## config.mk

```make
export PLATFORM = sky130hd
export DESIGN_NAME = lcd_text_engine
export DESIGN_NICKNAME = d
export VERILOG_FILES = /design/src/rtl/lcd_text_engine.sv
export SDC_FILE = /design/constraint.sdc
export NUM_CORES = 1
export LEC_CHECK = 0
export CAP_MARGIN = 0
export CORE_ASPECT_RATIO = 1.4
export CORE_UTILIZATION = 63
export CTS_CLUSTER_DIAMETER = 150
export DETAILED_ROUTE_END_ITERATION = 10
export GPL_ROUTABILITY_DRIVEN = 0
export PLACE_DENSITY_LB_ADDON = 0.12
export SETUP_SLACK_MARGIN = 0.1
export SLEW_MARGIN = 0
export SYNTH_ARGS = -nofsm -noshare
export SYNTH_HDL_FRONTEND = slang
export SYNTH_SLANG_ARGS = --single-unit
```

## constraint.sdc

```tcl
create_clock -name clk -period 4.05 [get_ports clk]
set_input_delay 0.405 -clock clk [delete_from_list [all_inputs] [get_ports clk]]
set_output_delay 0.405 -clock clk [all_outputs]
set_load 0.005 [all_outputs]
```

## src/rtl/lcd_text_engine.sv

```systemverilog
// lcd_text_engine: HD44780 text-mode controller.
// Holds a ROWS x COLS character buffer, runs the power-up/init command list,
// and streams a full refresh (row address command + row data) whenever the
// buffer has been modified. Bytes leave over a valid/ready handshake; after
// each accepted byte a gap is observed before the next one is offered.
module lcd_text_engine #(
  parameter int CLK_HZ     = 50000000,
  parameter int ROWS       = 2,
  parameter int COLS       = 16,
  parameter int POWERUP_US = 15000,
  parameter int CMD_US     = 50,
  parameter int CLEAR_US   = 2000
) (
  input  logic       clk,
  input  logic       rst,
  input  logic       wr_en,
  input  logic [1:0] wr_row,
  input  logic [4:0] wr_col,
  input  logic [7:0] wr_char,
  input  logic       clear,
  output logic [7:0] byte_data,
  output logic       byte_is_data,
  output logic       byte_valid,
  input  logic       byte_ready,
  output logic       init_done,
  output logic       busy
);

  localparam int CYC_PER_US = CLK_HZ / 1000000;
  localparam int POWER_CYC  = CYC_PER_US * POWERUP_US;
  localparam int CMD_CYC    = CYC_PER_US * CMD_US;
  localparam int CLEAR_CYC  = CYC_PER_US * CLEAR_US;
  localparam int GAP_MAX    = (CLEAR_CYC > CMD_CYC) ? CLEAR_CYC : CMD_CYC;
  localparam int MAX_CYC    = (POWER_CYC > GAP_MAX) ? POWER_CYC : GAP_MAX;
  localparam int CNT_W      = $clog2(MAX_CYC + 1);

  localparam logic [7:0] SPACE    = 8'h20;
  localparam logic [7:0] FSET     = (ROWS > 1) ? 8'h28 : 8'h20;
  localparam logic [2:0] INIT_LEN = 3'd6;
  localparam logic [2:0] ROWS_L   = 3'(ROWS);
  localparam logic [4:0] COLS_L   = 5'(COLS);

  typedef enum logic [1:0] {POWER_WAIT, INIT, IDLE, REFRESH} state_e;

  // Init command list in issue order.
  function automatic logic [7:0] init_cmd(input logic [2:0] idx);
    case (idx)
      3'd0:    init_cmd = 8'h33;
      3'd1:    init_cmd = 8'h32;
      3'd2:    init_cmd = FSET;
      3'd3:    init_cmd = 8'h0C;
      3'd4:    init_cmd = 8'h06;
      default: init_cmd = 8'h01;
    endcase
  endfunction

  // Set-DDRAM-address command for the start of a display row.
  function automatic logic [7:0] row_addr(input logic [2:0] r);
    case (r)
      3'd0:    row_addr = 8'h80;
      3'd1:    row_addr = 8'hC0;
      3'd2:    row_addr = 8'h80 + 8'(COLS);
      default: row_addr = 8'hC0 + 8'(COLS);
    endcase
  endfunction

  state_e           state_q, state_d;
  logic [CNT_W-1:0] cnt_q, cnt_d;
  logic             valid_q, valid_d;
  logic [7:0]       data_q, data_d;
  logic             is_data_q, is_data_d;
  logic             init_done_q, init_done_d;
  logic             busy_q, busy_d;
  logic             dirty_q, dirty_d;
  logic [2:0]       init_idx_q, init_idx_d;
  logic [2:0]       row_q, row_d;
  logic [4:0]       col_q, col_d;
  logic [7:0]       cells_q [ROWS][COLS];
  logic [7:0]       cells_d [ROWS][COLS];

  logic             wr_ok_s;
  logic             expire_s;
  logic             clr_dirty_s;
  logic [7:0]       cell_s;
  logic [CNT_W-1:0] gap_load_s;

  assign wr_ok_s = wr_en && (32'(wr_row) < ROWS) && (32'(wr_col) < COLS);

  // Clear/home commands need the long execution gap; everything else the short one.
  assign gap_load_s = (!is_data_q && ((data_q == 8'h01) || (data_q == 8'h02)))
                      ? CNT_W'(CLEAR_CYC - 1) : CNT_W'(CMD_CYC - 1);

  // Buffer cell addressed by the refresh pointer (col_q=0 is the row address slot).
  always_comb begin
    cell_s = SPACE;
    for (int r = 0; r < ROWS; r++) begin
      for (int c = 0; c < COLS; c++) begin
        cell_s = ((3'(r) == row_q) && (5'(c + 1) == col_q)) ? cells_q[r][c] : cell_s;
      end
    end
  end

  // Host side buffer update: clear fills with spaces and overrides a same-cycle write.
  always_comb begin
    cells_d = cells_q;
    for (int r = 0; r < ROWS; r++) begin
      for (int c = 0; c < COLS; c++) begin
        cells_d[r][c] = clear ? SPACE :
                        ((wr_ok_s && (2'(r) == wr_row) && (5'(c) == wr_col)) ? wr_char : cells_q[r][c]);
      end
    end
  end

  // Sequencer: handshake, gap countdown, and next-byte selection per state.
  always_comb begin
    state_d     = state_q;
    cnt_d       = cnt_q;
    valid_d     = valid_q;
    data_d      = data_q;
    is_data_d   = is_data_q;
    init_done_d = init_done_q;
    init_idx_d  = init_idx_q;
    row_d       = row_q;
    col_d       = col_q;
    expire_s    = 1'b0;
    clr_dirty_s = 1'b0;

    if (valid_q) begin
      if (byte_ready) begin
        valid_d = 1'b0;
        cnt_d   = gap_load_s;
        if (state_q == INIT) begin
          init_idx_d = init_idx_q + 3'd1;
        end else if (col_q == COLS_L) begin
          col_d = 5'd0;
          row_d = row_q + 3'd1;
        end else begin
          col_d = col_q + 5'd1;
        end
      end else begin
        valid_d = 1'b1;
      end
    end else if (state_q == IDLE) begin
      if (dirty_q) begin
        clr_dirty_s = 1'b1;
        state_d     = REFRESH;
        row_d       = 3'd0;
        col_d       = 5'd0;
        valid_d     = 1'b1;
        data_d      = row_addr(3'd0);
        is_data_d   = 1'b0;
      end else begin
        state_d = IDLE;
      end
    end else if (cnt_q > CNT_W'(1)) begin
      cnt_d = cnt_q - CNT_W'(1);
    end else begin
      expire_s = 1'b1;
    end

    if (expire_s) begin
      case (state_q)
        POWER_WAIT: begin
          state_d    = INIT;
          init_idx_d = 3'd0;
          valid_d    = 1'b1;
          data_d     = init_cmd(3'd0);
          is_data_d  = 1'b0;
        end
        INIT: begin
          if (init_idx_q == INIT_LEN) begin
            init_done_d = 1'b1;
            state_d     = IDLE;
          end else begin
            valid_d   = 1'b1;
            data_d    = init_cmd(init_idx_q);
            is_data_d = 1'b0;
          end
        end
        REFRESH: begin
          if (row_q == ROWS_L) begin
            state_d = IDLE;
          end else if (col_q == 5'd0) begin
            valid_d   = 1'b1;
            data_d    = row_addr(row_q);
            is_data_d = 1'b0;
          end else begin
            valid_d   = 1'b1;
            data_d    = cell_s;
            is_data_d = 1'b1;
          end
        end
        default: begin
          state_d = state_q;
        end
      endcase
    end else begin
      init_done_d = init_done_q;
    end
  end

  // A host write or clear always re-arms the refresh, even in the cycle IDLE consumes the flag.
  always_comb begin
    if (clear || wr_ok_s) begin
      dirty_d = 1'b1;
    end else if (clr_dirty_s) begin
      dirty_d = 1'b0;
    end else begin
      dirty_d = dirty_q;
    end
    busy_d = !((state_d == IDLE) && !dirty_d);
  end

  // State registers with synchronous reset back to the power-up wait.
  always_ff @(posedge clk) begin
    if (rst) begin
      state_q     <= POWER_WAIT;
      cnt_q       <= CNT_W'(POWER_CYC);
      valid_q     <= 1'b0;
      data_q      <= 8'h00;
      is_data_q   <= 1'b0;
      init_done_q <= 1'b0;
      busy_q      <= 1'b1;
      dirty_q     <= 1'b1;
      init_idx_q  <= 3'd0;
      row_q       <= 3'd0;
      col_q       <= 5'd0;
      for (int r = 0; r < ROWS; r++) begin
        for (int c = 0; c < COLS; c++) begin
          cells_q[r][c] <= SPACE;
        end
      end
    end else begin
      state_q     <= state_d;
      cnt_q       <= cnt_d;
      valid_q     <= valid_d;
      data_q      <= data_d;
      is_data_q   <= is_data_d;
      init_done_q <= init_done_d;
      busy_q      <= busy_d;
      dirty_q     <= dirty_d;
      init_idx_q  <= init_idx_d;
      row_q       <= row_d;
      col_q       <= col_d;
      cells_q     <= cells_d;
    end
  end

  assign byte_data    = data_q;
  assign byte_is_data = is_data_q;
  assign byte_valid   = valid_q;
  assign init_done    = init_done_q;
  assign busy         = busy_q;

endmodule

```

Word level (Yosys, flattened, before mapping). Cells that the tools add are included.

Output and inout bits: 12. Word-level logic and storage cells: 283. Register bits: 302.

Add/sub/neg operators: 4. Reductions and logical operators: 89. Magnitude comparators: 3. Equal/unequal tests: 51. Mux-type cells: 93.

Operator list (number): 8-bit two-way mux (39); 4-bit by 5-bit equality test with 1-bit output (first input constant) (16); 20-bit two-way mux (4); 1-bit logical AND (70); 3-bit by 5-bit equality test with 1-bit output (first input constant) (8); 3-bit two-way mux (11); 5-bit two-way mux (6); 6-bit one-hot mux with 5 select lines (1); 8-bit one-hot mux with 3 select lines (1); 1-bit two-way mux (21); 2-bit by 5-bit equality test with 1-bit output (first input constant) (4); 20-bit by 1-bit greater-than comparator with 1-bit output (second input constant) (1); 20-bit by 1-bit subtractor with 20-bit output (second input constant) (1); 17-bit two-way mux (1); 7-bit one-hot mux with 2 select lines (1); 1-bit by 5-bit equality test with 1-bit output (first input constant) (2); 5-bit zero test (2); 2-bit two-way mux (5); 3-bit by 2-bit equality test with 1-bit output (second input constant) (3); 8-bit by 1-bit equality test with 1-bit output (second input constant) (1); 8-bit by 2-bit equality test with 1-bit output (second input constant) (1); 3-bit by 1-bit adder with 3-bit output (second input constant) (2); 2-bit equality test (second input constant) (3); 3-bit by 1-bit equality test with 1-bit output (second input constant) (2); 22 further kinds (34).

Longest topological paths before layout.
Word-level depth: 38. Depth in mapped cells: 14. Mapped depth without buffers: 11.

Least setup slack after synthesis. Ideal clock, no wire load.

Path type: flip-flop to flip-flop. From: reg col_q[0]. To: reg data_q[0], in the netlist byte_data[0]. Stages on the path, launching flop included: 15. Clock period less this slack: 2.975 ns. Data arrival time: 2.852 ns. Path buffers: 3. Slack: 1.075 ns. Cell sequence: dfxtp_1 > ha_1 > inv_1 > clkbuf_1 > clkbuf_1 > nor2_1 > ha_1 > nand3b_1 > clkbuf_1 > nor2_1 > a221o_1 > a211oi_1 > o211ai_1 > a311oi_1 > nor3_1.

Word-level cells in the longest chain between the ends: 38. Elaborated cells between the ends (all ways): 85.

Ends and longest elaborated chain: start: declaration (RTL line 77) `logic [4:0] col_q, col_d;`; start signal: assignment (RTL line 244) `col_q <= col_d;`; 1-bit by 5-bit equality test with 1-bit output (RTL line 98) `cell_s = ((3'(r) == row_q) && (5'(c + 1) == col_q)) ? cells_q[r][c] : cell_s;`; 1-bit logical AND (RTL line 98); 8-bit two-way mux (32 in a row) (RTL line 98); 8-bit two-way mux (*) (RTL line 183) `end else if (col_q == 5'd0) begin`; 8-bit two-way mux (*) (RTL line 181) `if (row_q == ROWS_L) begin`; 8-bit one-hot mux with 3 select lines (*) (RTL line 162) `case (state_q)`; 8-bit two-way mux (*) (RTL line 161) `if (expire_s) begin`; end signal: assignment (RTL line 237) `data_q <= data_d;`; end: declaration (RTL line 70) `logic [7:0] data_q, data_d;`.

Every way passes the cells marked *; elsewhere a longest branch is shown, timed or not. A chain may end at the register's enable or synchronous reset.

Final worst setup path.
From: reg col_q[0]. To: reg data_q[7], in the netlist byte_data[7].

Same word-level chain as after synthesis.

==> metrics.txt <==
outcome=finished, final reports clean; Clock Sinks=302; Reg2Reg Capture Point=byte_data[7]; DP HPWL=37.16 mm; Fin Setup TNS=0 ns; DP Area=16030 µm²; Finish-stage setup viols=0; main flop type after synthesis=dfxtp_1; M1 WL=19.08 mm; DR WL met2=25.20 mm; filler cell count in the final layout=1968; Pwr Density=355.7 nW/µm²; reg2reg setup slack=0.53 ns; Max Buffers Root-to-Sink=3; placed cell count=2258; H-tree levels=1; post-CTS setup buffers=0; die width=133.8 µm; kind of critical path=flip-flop to flip-flop; Leakage=5.708 nW; commonest cells after routing, fill and taps aside=dfxtp_1 (302), nand2_1 (287), nand3_1 (241); initial antenna violation count=1; Cell variety after synth=82; Pre-antenna DRT Iters=9; Reg2Reg Depth=9; Cell Area, Synth=15330 µm²; Clock power frac=0.461; Worst-Skew Late Latency=0.58 ns; Comb pwr share=0.045; Mapped Cells=2006; share of cells above drive strength 1=0.07157; fmax=0.2839 GHz; cts hold-fix bufs=0; number of flops mapped to enable cells by yosys=0; arrival time worst endpoint=4.05 ns; Post-synth ARST share=0; largest net degree at the start of global routing=60; IO Pins=32; fin cells=2308; multi-input gate area in the final layout=8652 µm²; CTS tree=built; Site Rows=67; vias in the first global route=15225; DR WL/cell=24.00 µm; hold worst-path end=cells_q[104]; initial core utilization=0.6415; worst slew pin tran=1.029 ns; Inserted Clock Buffers=29; max_slew headroom=0.2960; Max Slew Vio Count=0; Int Pwr=4.635 mW; Area Growth Syn to Fin=10.93%; Worst EP required=4.58 ns; DR iter-0 viols=1989; Mean Syn Cell Area=7.641 µm²; port bufs=31; All-Layer GR Usage=0.4403; Die Y=186.6 µm; CP Capture Type=flip-flop; synth top area cells=dfxtp_1 (39%), nand3_1 (7.9%), a21oi_1 (7.2%); cts repair resizes=0; Startpoint Class=flip-flop; register area share after synthesis=0.3944; Yosys Warn Count=0; Root Buffer=clkbuf_16; post-synthesis net count=2042; area leader, netlist=dfxtp_1; hold_sp=cells_q[104]; fin area=17000 µm²; FF/Latch Area=6046 µm²; Final Cycle Share=0.8696; WL final=55.39 mm; most common cell after layout, fill and taps aside=dfxtp_1; CTS clk-pin slew, worst paths=0.07 ns; global-route wire length before repair=85.53 mm; GR Overflow Total=0; Placeable Area=23890 µm²; Sw Share=0.2336; Clock Skew=0.008922 ns; Via density=6.985; total power=6.048 mW; #FFs+latches synth=302; hold depth=2; # diodes=0; Top Layer Used=met5; Fin Hold WS=0.4573 ns; crit path max fanout=26; RSZ-0062 raised after global routing=false; nets=2016; NetSw=1.413 mW; # DRC=0; Vias=16122; Antenna Violating Nets Remaining=0; DIE AREA=24970 µm²; share of the synthesized area in the top cell type=0.3944; fin crit period=3.522 ns; Peak supply drop=317.9 µV; Flop pwr share=0.494; r2r startpoint=col_q[0]; max cap viols=0; Hold WC Path Type=flip-flop to flip-flop; met3 WL post-DR=5.806 mm; Hold Fails Final Rpt=0
-- sequential cells by signal, summed over array words and instances (netlist names) --
| name | cells |
|---|---|
| byte_valid | 1 |
| cnt_q | 20 |
| row_q | 3 |
| col_q | 5 |
| init_done | 1 |
| byte_is_data | 1 |
| init_idx_q | 3 |
| busy | 1 |
| dirty_q | 1 |
| state_q | 2 |
| cells_q | 256 |
| byte_data | 8 |
-- worst max-delay path by stage --
stage               startpoint      endpoint  slack [ns]  cells after the start
global route          col_q[1]  byte_data[7]        0.47                      8
CTS                   col_q[0]  byte_data[7]        0.42                      9
finish                col_q[0]  byte_data[7]        0.53                      9
global placement      col_q[0]  byte_data[7]        0.46                      9
floorplan             col_q[0]  byte_data[0]        1.08                     14
detailed placement    col_q[0]  byte_data[7]        0.42                      9
-- through the flow --
stage	util	setup WS, ns
2_1_floorplan	-	1.075
3_3_place_gp	0.6710	0.4621
3_5_place_dp	0.6710	0.4218
4_1_cts	0.7111	0.4229
5_1_grt	0.7117	0.4716
6_report	0.7117	0.5282
-- worst max-delay path, cell delays in order, from the launching register on --
cell	delay, ns
dfxtp_1	0.37
inv_1	0.10
ha_2	0.57
nand4bb_1	0.41
nor2_1	0.59
a221oi_1	0.13
o21ai_1	0.17
a21oi_1	0.10
nor4_1	0.79
a31o_1	0.23
-- power by group through the flow --
stage	combinational (mW)	sequential (mW)	clock (mW)
floorplan	0.141	3.05	0
global placement	0.254	3.06	0
detailed placement	0.256	3.06	0
CTS	0.258	2.99	2.79
global route	0.278	2.99	2.91
finish	0.270	2.99	2.79
-- layer usage --
| metal | vias to the layer above | GRT usage |
|---|---|---|
| met5 | - | 0 |
| met4 | 2 | 0.3593 |
| met3 | 375 | 0.08394 |
| met2 | 1163 | 0.7007 |
| met1 | 7444 | 0.5116 |
| li1 | 7138 | - |
-- cell usage after synthesis (5+ instances only) --
cell type	count
and2_1	13
a211oi_1	22
a22oi_1	6
o22ai_1	10
dfxtp_1	302
buf_1	5
nand4bb_1	5
nand2b_1	21
nand4_1	13
o21ai_0	63
xnor2_1	7
o21ai_1	8
a21oi_1	221
nor2b_1	15
nand3_1	241
o2111ai_1	5
a31oi_1	13
inv_1	23
o221ai_1	21
and3_1	15
buf_2	11
ha_1	16
a21o_1	5
mux2i_1	90
o211ai_1	20
a2111oi_0	6
nor2_1	199
a211o_1	5
xor2_1	6
or3_1	13
nor3b_1	5
nor3_1	52
nor4_1	15
clkbuf_1	138
nand2_1	287
a221oi_1	16
-- layout make-up --
type / count / area share
Clock buffer: 37 / 0.04739
Clock inverter: 12 / 0.008978
Inverter: 24 / 0.005298
Multi-Input combinational cell: 1525 / 0.5089
Sequential cell: 302 / 0.3556
Tap cell: 310 / 0.02281
Timing Repair Buffer: 98 / 0.05107
-- kinds of logic after synthesis --
logic type,after synthesis,synth area share
buffers and inverters,179,0.04522
adders and majority gates,16,0.01306
xor gates and xnor gates,13,0.007429
muxes,90,0.05878
DFF,302,0.3944
and+or+nand+nor,931,0.2869
AOI/OAI and AO/OA,475,0.1941
Power figures use the tool's default switching activity.
